**src/rtl/uart_rx_sampler.sv**
```systemverilog
`default_nettype none
// ============================================================================
//  Module   : uart_rx_sampler
//  Brief    : 16x-oversampled UART receiver with a one-entry holding register
//             and frame-error / overrun flags.
//  Revision : 1.0
// ============================================================================
module uart_rx_sampler #(
   parameter int DBIT    = 8,
   parameter int SB_TICK = 16
) (
   input  logic            clk,
   input  logic            reset,
   input  logic            rx,
   input  logic            s_tick,
   input  logic            rd_uart,
   output logic [DBIT-1:0] r_data,
   output logic            rx_empty,
   output logic            frame_err,
   output logic            overrun,
   output logic            rx_done_tick
);

   localparam int c_NW = (DBIT > 1) ? $clog2(DBIT) : 1;
   // The sample counter widens only when the stop period exceeds 16 ticks.
   localparam int c_SW = (SB_TICK > 16) ? $clog2(SB_TICK) : 4;

   localparam logic [c_SW-1:0] c_S_MID  = c_SW'(7);
   localparam logic [c_SW-1:0] c_S_LAST = c_SW'(15);
   localparam logic [c_SW-1:0] c_S_STOP = c_SW'(SB_TICK - 1);
   localparam logic [c_SW-1:0] c_S_ONE  = c_SW'(1);
   localparam logic [c_NW-1:0] c_N_LAST = c_NW'(DBIT - 1);
   localparam logic [c_NW-1:0] c_N_ONE  = c_NW'(1);

   typedef enum logic [1:0] {
      ST_IDLE  = 2'd0,
      ST_START = 2'd1,
      ST_DATA  = 2'd2,
      ST_STOP  = 2'd3
   } state_t;

   logic            r_rx_meta;
   logic            r_rx_s;
   state_t          r_state;
   state_t          w_state_nxt;
   logic [c_SW-1:0] r_s;
   logic [c_SW-1:0] w_s_nxt;
   logic [c_NW-1:0] r_n;
   logic [c_NW-1:0] w_n_nxt;
   logic [DBIT-1:0] r_b;
   logic [DBIT-1:0] w_b_nxt;
   logic            r_ferr;
   logic            w_ferr_nxt;
   logic            w_done_nxt;

   always_ff @(posedge clk) begin
      if (reset) begin
         r_rx_meta    <= 1'b1;
         r_rx_s       <= 1'b1;
         r_state      <= ST_IDLE;
         r_s          <= '0;
         r_n          <= '0;
         r_b          <= '0;
         r_ferr       <= 1'b0;
         rx_done_tick <= 1'b0;
      end else begin
         r_rx_meta    <= rx;
         r_rx_s       <= r_rx_meta;
         r_state      <= w_state_nxt;
         r_s          <= w_s_nxt;
         r_n          <= w_n_nxt;
         r_b          <= w_b_nxt;
         r_ferr       <= w_ferr_nxt;
         rx_done_tick <= w_done_nxt;
      end
   end

   always_comb begin
      w_state_nxt = r_state;
      w_s_nxt     = r_s;
      w_n_nxt     = r_n;
      w_b_nxt     = r_b;
      w_ferr_nxt  = r_ferr;
      w_done_nxt  = 1'b0;
      unique case (r_state)
         ST_IDLE: begin
            if (!r_rx_s) begin
               w_state_nxt = ST_START;
               w_s_nxt     = '0;
            end
         end
         ST_START: begin
            if (s_tick) begin
               if (r_s == c_S_MID) begin
                  // A start bit that is no longer low at mid-bit is a glitch.
                  if (!r_rx_s) begin
                     w_state_nxt = ST_DATA;
                     w_s_nxt     = '0;
                     w_n_nxt     = '0;
                  end else begin
                     w_state_nxt = ST_IDLE;
                  end
               end else begin
                  w_s_nxt = r_s + c_S_ONE;
               end
            end
         end
         ST_DATA: begin
            if (s_tick) begin
               if (r_s == c_S_LAST) begin
                  w_s_nxt = '0;
                  w_b_nxt = {r_rx_s, r_b[DBIT-1:1]};
                  if (r_n == c_N_LAST) begin
                     w_state_nxt = ST_STOP;
                  end else begin
                     w_n_nxt = r_n + c_N_ONE;
                  end
               end else begin
                  w_s_nxt = r_s + c_S_ONE;
               end
            end
         end
         ST_STOP: begin
            if (s_tick) begin
               if (r_s == c_S_STOP) begin
                  w_state_nxt = ST_IDLE;
                  w_done_nxt  = 1'b1;
                  w_ferr_nxt  = ~r_rx_s;
               end else begin
                  w_s_nxt = r_s + c_S_ONE;
               end
            end
         end
         default: w_state_nxt = ST_IDLE;
      endcase
   end

   // Holding register: a completed byte is accepted when the slot is free or
   // is being read in the same cycle; otherwise it is dropped and flagged.
   always_ff @(posedge clk) begin
      if (reset) begin
         r_data    <= '0;
         rx_empty  <= 1'b1;
         frame_err <= 1'b0;
         overrun   <= 1'b0;
      end else begin
         if (rx_done_tick) begin
            if (rx_empty || rd_uart) begin
               r_data    <= r_b;
               frame_err <= r_ferr;
               rx_empty  <= 1'b0;
            end else begin
               overrun <= 1'b1;
            end
         end else if (rd_uart && !rx_empty) begin
            rx_empty <= 1'b1;
         end
         if (rd_uart && !rx_empty) begin
            overrun <= 1'b0;
         end
      end
   end

endmodule
`default_nettype wire

```
**config.mk**
```make
export PLATFORM = sky130hd
export DESIGN_NAME = uart_rx_sampler
export DESIGN_NICKNAME = d
export VERILOG_FILES = /design/src/rtl/uart_rx_sampler.sv
export SDC_FILE = /design/constraint.sdc
export NUM_CORES = 1
export LEC_CHECK = 0
export CAP_MARGIN = 10
export CORE_ASPECT_RATIO = 1.1
export CORE_UTILIZATION = 50
export CTS_CLUSTER_DIAMETER = 60
export DETAILED_ROUTE_END_ITERATION = 7
export DONT_BUFFER_PORTS = 1
export PLACE_DENSITY_LB_ADDON = 0.3
export SYNTH_ARGS = -nofsm -noshare
export SYNTH_HDL_FRONTEND = slang
export SYNTH_SLANG_ARGS = --single-unit
```
**constraint.sdc**
```tcl
create_clock -name clk -period 4 [get_ports clk]
set_input_delay 0.4 -clock clk [delete_from_list [all_inputs] [get_ports clk]]
set_output_delay 0.4 -clock clk [all_outputs]
set_load 0.01 [all_outputs]
```
Word level (Yosys, flattened, before mapping) --
Index checks and enable logic that the tools add are counted.
Cells by class: add/subtract/negate cells 2, eq/ne operators 18, muxes and demuxes 29, bitwise logic cells 4, reductions and logical operators 16
Operators with widths (number):
- $mux 4 | 7
- $ne 2x2->1 const B | 11
- $mux 2 | 9
- $mux 3 | 6
- $pmux 4 s4 | 1
- $pmux 2 s4 | 1
- $reduce_and 8->1 | 1
- $reduce_and 7->1 | 1
- $pmux 3 s2 | 1
- $reduce_and 2->1 | 3
- $reduce_and 3->1 | 2
- $add 4x1->4 const B | 1
- $eq 2x2->1 const B | 2
- $eq 4x3->1 const B | 1
- $eq 4x4->1 const B | 1
- $mux 1 | 4
- $not 1->1 | 4
- $reduce_and 4->1 | 1
- $reduce_bool 2->1 | 2
- $add 3x1->3 const B | 1
- $eq 3x3->1 const B | 1
- $reduce_or 3->1 | 1
- $eq 2x1->1 const B | 1
- $logic_not 2->1 | 1
- other kinds (5) | 5
Storage, ports and cells: bits in registers 32, bits of input ports 5, output and inout bits 12, word-level logic and storage cells 81

Logic depth before layout (Yosys ltp) --
depth in word-level cells 5, depth in mapped cells 6, depth with buffers taken out 6

Worst setup path after synthesis --
Ideal clock, no wire load.
kind register to register, start point reg r_s[0], end point reg r_s[2], setup time 0.086 ns, arrival 1.277 ns, required time 3.914 ns, setup slack 2.637 ns, stages on the path, launching flop included 7, buffers on the path 1, period minus slack after synthesis 1.363 ns, path through dfxtp_1 -> ha_1 -> buf_4 -> nand2_1 -> o21ai_1 -> a31oi_2 -> a221oi_2
On the way: longest elaborated chain between the ends 4, elaborated cells on any way between the ends 12, those cells by class add/sub (1); eq/ne (3); mux (7); reduce/logical (1)
RTL lines:
- start, declared | line 46 | logic [c_SW-1:0] r_s;
- start signal, assigned | line 70 | r_s <= w_s_nxt;
- $add 4x1->4, or another cell as far along | line 104, 119, 130
- $mux 4 (on tied branches) | line 125, 110, 94
- $mux 4 (on tied branches) | line 124, 109, 93
- $pmux 4 s4 | line 85 | unique case (r_state)
Several ways; a longest one is shown, not always the timed one. The select of a mux whose other input is x is not followed. A chain may end at the register's enable or synchronous reset.

Worst setup path after layout --
start point reg r_s[0], end point reg r_n[0]
On the way: longest elaborated chain between the ends 3, elaborated cells on any way between the ends 5, those cells by class eq/ne (4); reduce/logical (1)
RTL lines:
- $eq 4x4->1 or $eq 4x3->1 (tied branches) | line 110, 94
- $ne 2x2->1 (no line)
- $reduce_and 7->1 (no line) *
- end signal, assigned | line 71 | r_n <= w_n_nxt;
- end, declared | line 48 | logic [c_NW-1:0] r_n;
Every way passes the cells marked *; elsewhere a longest branch is shown, timed or not.

==> impl_table.tex <==
\begin{tabular}{lr}
\hline
Metric & Value \\
\hline
\multicolumn{2}{l}{\textbf{Run status}} \\
Result of the run & complete, no violations \\
\multicolumn{2}{l}{\textbf{Logic synthesis}} \\
Post-synthesis cell type count & 36 \\
Register bit total from synthesis & 32 \\
Post-synthesis sequential area ratio & 0.443 \\
Largest cells by area after synthesis & dfxtp\_1, mux2i\_1, nor2\_1 \\
Synthesis Warnings & 0 \\
Top\_reg\_cell synth & dfxtp\_1 \\
Number of enable-type register cells in the synthesized netlist & 0 \\
Combined area of all synthesized cells & 1450 µm² \\
Asr flop ratio synth & 0 \\
Mean area per synthesized cell & 9.63 µm² \\
Leading post-synthesis cells by instance count & dfxtp\_1, nor2\_1, mux2i\_1 \\
Syn Nets & 158 \\
Most common cell in the synthesized netlist & dfxtp\_1 \\
Area share of the largest cell type after synthesis & 0.443 \\
Post-Synthesis Cells & 150 \\
Leading area contributor after synthesis & dfxtp\_1 \\
\multicolumn{2}{l}{\textbf{STA}} \\
Least-Margin Pin Slew & 1.01 ns \\
Number of failing hold endpoints at the final stage & 0 \\
Clk\_skew & 0.00312 ns \\
Top achievable clock speed & 0.451 GHz \\
Tmin final & 2.22 ns \\
Final worst path period share & 0.554 \\
Worst-case headroom to the max-slew limit & 0.320 \\
Total count of max-transition violations in the final report & 0 \\
Final-report setup violation count & 0 \\
Hold slack final & 0.125 ns \\
Unrepaired setup endpoints after global routing & false \\
Post-Route Setup TNS & 0 ns \\
\multicolumn{2}{l}{\textbf{Route}} \\
Total Wirelength & 2370 µm \\
Drt pass-1 iters & 4 \\
Post-DR wirelength/cell & 13.2 µm \\
Vias post-DR & 1001 \\
DRT antenna net count & 0 \\
Vias per cell & 5.56 \\
Remaining routing DRC violations & 0 \\
Number of violations reported at the end of detailed-routing iteration 0 & 22 \\
\multicolumn{2}{l}{\textbf{Global route}} \\
Global-route usage over all layers & 0.176 \\
Global-route wire length before repair & 3970 µm \\
Largest net degree at the start of global routing & 35 \\
Initial antenna violation count & 0 \\
Via count of the first global-routing pass & 901 \\
Overflow after GRT & 0 \\
\multicolumn{2}{l}{\textbf{Worst setup path}} \\
Worst setup path end & r\_n[0] \\
R2R setup slack & 1.78 ns \\
Reg2Reg Capture Point & r\_n[0] \\
Classification of the worst setup path & flip-flop to flip-flop \\
Arr. time, crit path & 2.47 ns \\
Startpoint kind of the worst setup timing path & flip-flop \\
Largest fanout on the critical path & 11 \\
Req. time, crit path & 4.26 ns \\
Crit end category & flip-flop \\
Beginning of the critical path & r\_s[0] \\
Depth of the worst register-to-register path & 5 \\
Critical R2R Launch & r\_s[0] \\
\multicolumn{2}{l}{\textbf{Min path}} \\
Kind of path behind the tightest hold check & input pin to flip-flop \\
Hold path startpoint & reset \\
\multicolumn{2}{l}{\textbf{CTS}} \\
Number of buffers on the longest clock path & 2 \\
Post-CTS setup-driven buffer insertion count & 0 \\
H-tree levels & 2 \\
Total clock buffers created by CTS & 5 \\
Clock latency at the later pin of the worst-skew pair & 0.32 ns \\
Count of clock tree sinks & 32 \\
Hold bufs inserted after CTS & 0 \\
Resize count post-CTS & 0 \\
Clock input transition at the sequential cells of the worst setup and hold paths & 0.09 ns \\
Clock tree from TritonCTS & yes \\
CTS Root Cell & clkbuf\_4 \\
\multicolumn{2}{l}{\textbf{Finish}} \\
Area taken by multi-input logic gates & 701 µm² \\
Antenna diode count & 0 \\
Area Growth Syn to Fin & 1.30\% \\
Fraction of layout cells with a size suffix above 1 & 0.116 \\
Nets@finish & 154 \\
Filler Cell Count & 266 \\
Sequential cell area & 641 µm² \\
\multicolumn{2}{l}{\textbf{Floorplanning}} \\
Total core area & 2750 µm² \\
Effective utilization at floorplan & 0.525 \\
Top-level I/O count & 17 \\
Total die area & 3110 µm² \\
Die width & 53.3 µm \\
Die Ht & 58.4 µm \\
Number of rows in the core area & 20 \\
\multicolumn{2}{l}{\textbf{Pwr}} \\
Internal power component & 0.415 mW \\
Switching portion of total power & 0.217 \\
VDD IR-drop max & 0.280 mV \\
Switching power & 0.115 mW \\
Leakage & 0.562 nW \\
Logic gate share of total power & 0.027 \\
Power after layout & 0.530 mW \\
Pwr dens & 362 nW/µm² \\
Clock group share of total power & 0.358 \\
Sequential power share & 0.614 \\
\multicolumn{2}{l}{\textbf{Placement}} \\
Routability cong. & 0.795 \\
Count of buffers inserted at the top-level ports & 0 \\
Total half-perimeter wirelength after legalization and detailed placement & 1650 µm \\
\multicolumn{2}{l}{\textbf{Run}} \\
Max\_cap viols & 0 \\
\hline
\end{tabular}
[critical path, cell delays in order, from the launching register on]
cell and delay [ns]:
dfxtp_1 0.41, ha_1 0.40, nand4_2 0.18, nor3_2 0.68
a22o_4 0.29, mux2i_1 0.19
[cell type report]
cell class / instances / share of cell area
Multi-Input combinational cell: 102 / 0.479
Sequential cell: 32 / 0.438
Clock buffer: 7 / 0.0376
Tap cell: 33 / 0.0282
Inverter: 5 / 0.0128
Clock inverter: 1 / 0.00513
[cells in the final DEF (no fill, tap or decap), drive strengths merged]
| cell | instances |
|---|---|
| ha | 3 |
| o21bai | 2 |
| o211ai | 2 |
| xnor2 | 1 |
| a31oi | 3 |
| or2b | 1 |
| a22o | 1 |
| a221oi | 2 |
| a211oi | 3 |
| clkinvlp | 1 |
| clkbuf | 7 |
| nor2 | 25 |
| nor3 | 5 |
| a21oi | 3 |
| or3b | 1 |
| o21ai | 8 |
| or2 | 2 |
| and2 | 1 |
| dfxtp | 32 |
| nand2b | 4 |
| nand4 | 3 |
| or3 | 1 |
| inv | 5 |
| nand3b | 1 |
| nand3 | 3 |
| mux2i | 20 |
| nand2 | 7 |
[registers in the layout, indices dropped and copies added (netlist names), named ones only]
register and flops:
r_b 8, r_data 8, r_s 4, r_n 3, frame_err 1, overrun 1, r_ferr 1, r_rx_meta 1
r_rx_s 1, r_state 1, rx_done_tick 1, rx_empty 1
[cell families after synthesis]
| group | Yosys count | share of synthesized area |
|---|---|---|
| buffers and inverters | 16 | 0.0719 |
| AND/OR/NAND/NOR | 54 | 0.183 |
| adder cells (fa/ha/maj) | 3 | 0.0260 |
| flip-flops | 32 | 0.443 |
| multiplexers | 20 | 0.139 |
| XOR/XNOR | 1 | 0.00606 |
| AO/OA/AOI/OAI | 24 | 0.132 |
[routing by layer]
metal	part of all wire	vias up	global-route usage	wire [µm]
met4	0.013	0	0.0564	31
met5	0	-	0	0
li1	-	510	-	-
met2	0.50	21	0.284	1190
met1	0.43	466	0.209	1020
met3	0.050	4	0.0724	118
[worst min path at each step]
stage,end,cells after the start
2_1_floorplan,r_rx_s,1
3_3_place_gp,r_rx_s,1
3_5_place_dp,r_rx_s,1
4_1_cts,r_s[0],1
5_1_grt,r_s[0],1
6_report,r_s[0],1
[metrics by stage]
step | utilization | cell area [µm²] | setup slack [ns] | instances
2_1_floorplan | - | 1450 | 2.64 | 150
3_3_place_gp | 0.509 | 1400 | 1.89 | 172
3_5_place_dp | 0.509 | 1400 | 1.80 | 172
4_1_cts | 0.532 | 1460 | 1.78 | 180
5_1_grt | 0.532 | 1460 | 1.59 | 180
6_report | 0.532 | 1460 | 1.78 | 180
[power groups by stage]
stage,Clock [mW],Sequential (mW),Combinational (mW)
after floorplan,0,0.330,0.0207
after global placement,0,0.333,0.0140
after detailed placement,0,0.333,0.0146
after CTS,0.197,0.326,0.0145
after global routing,0.209,0.327,0.0158
final,0.190,0.326,0.0144
Note: power is estimated with default switching activity, not from simulation.
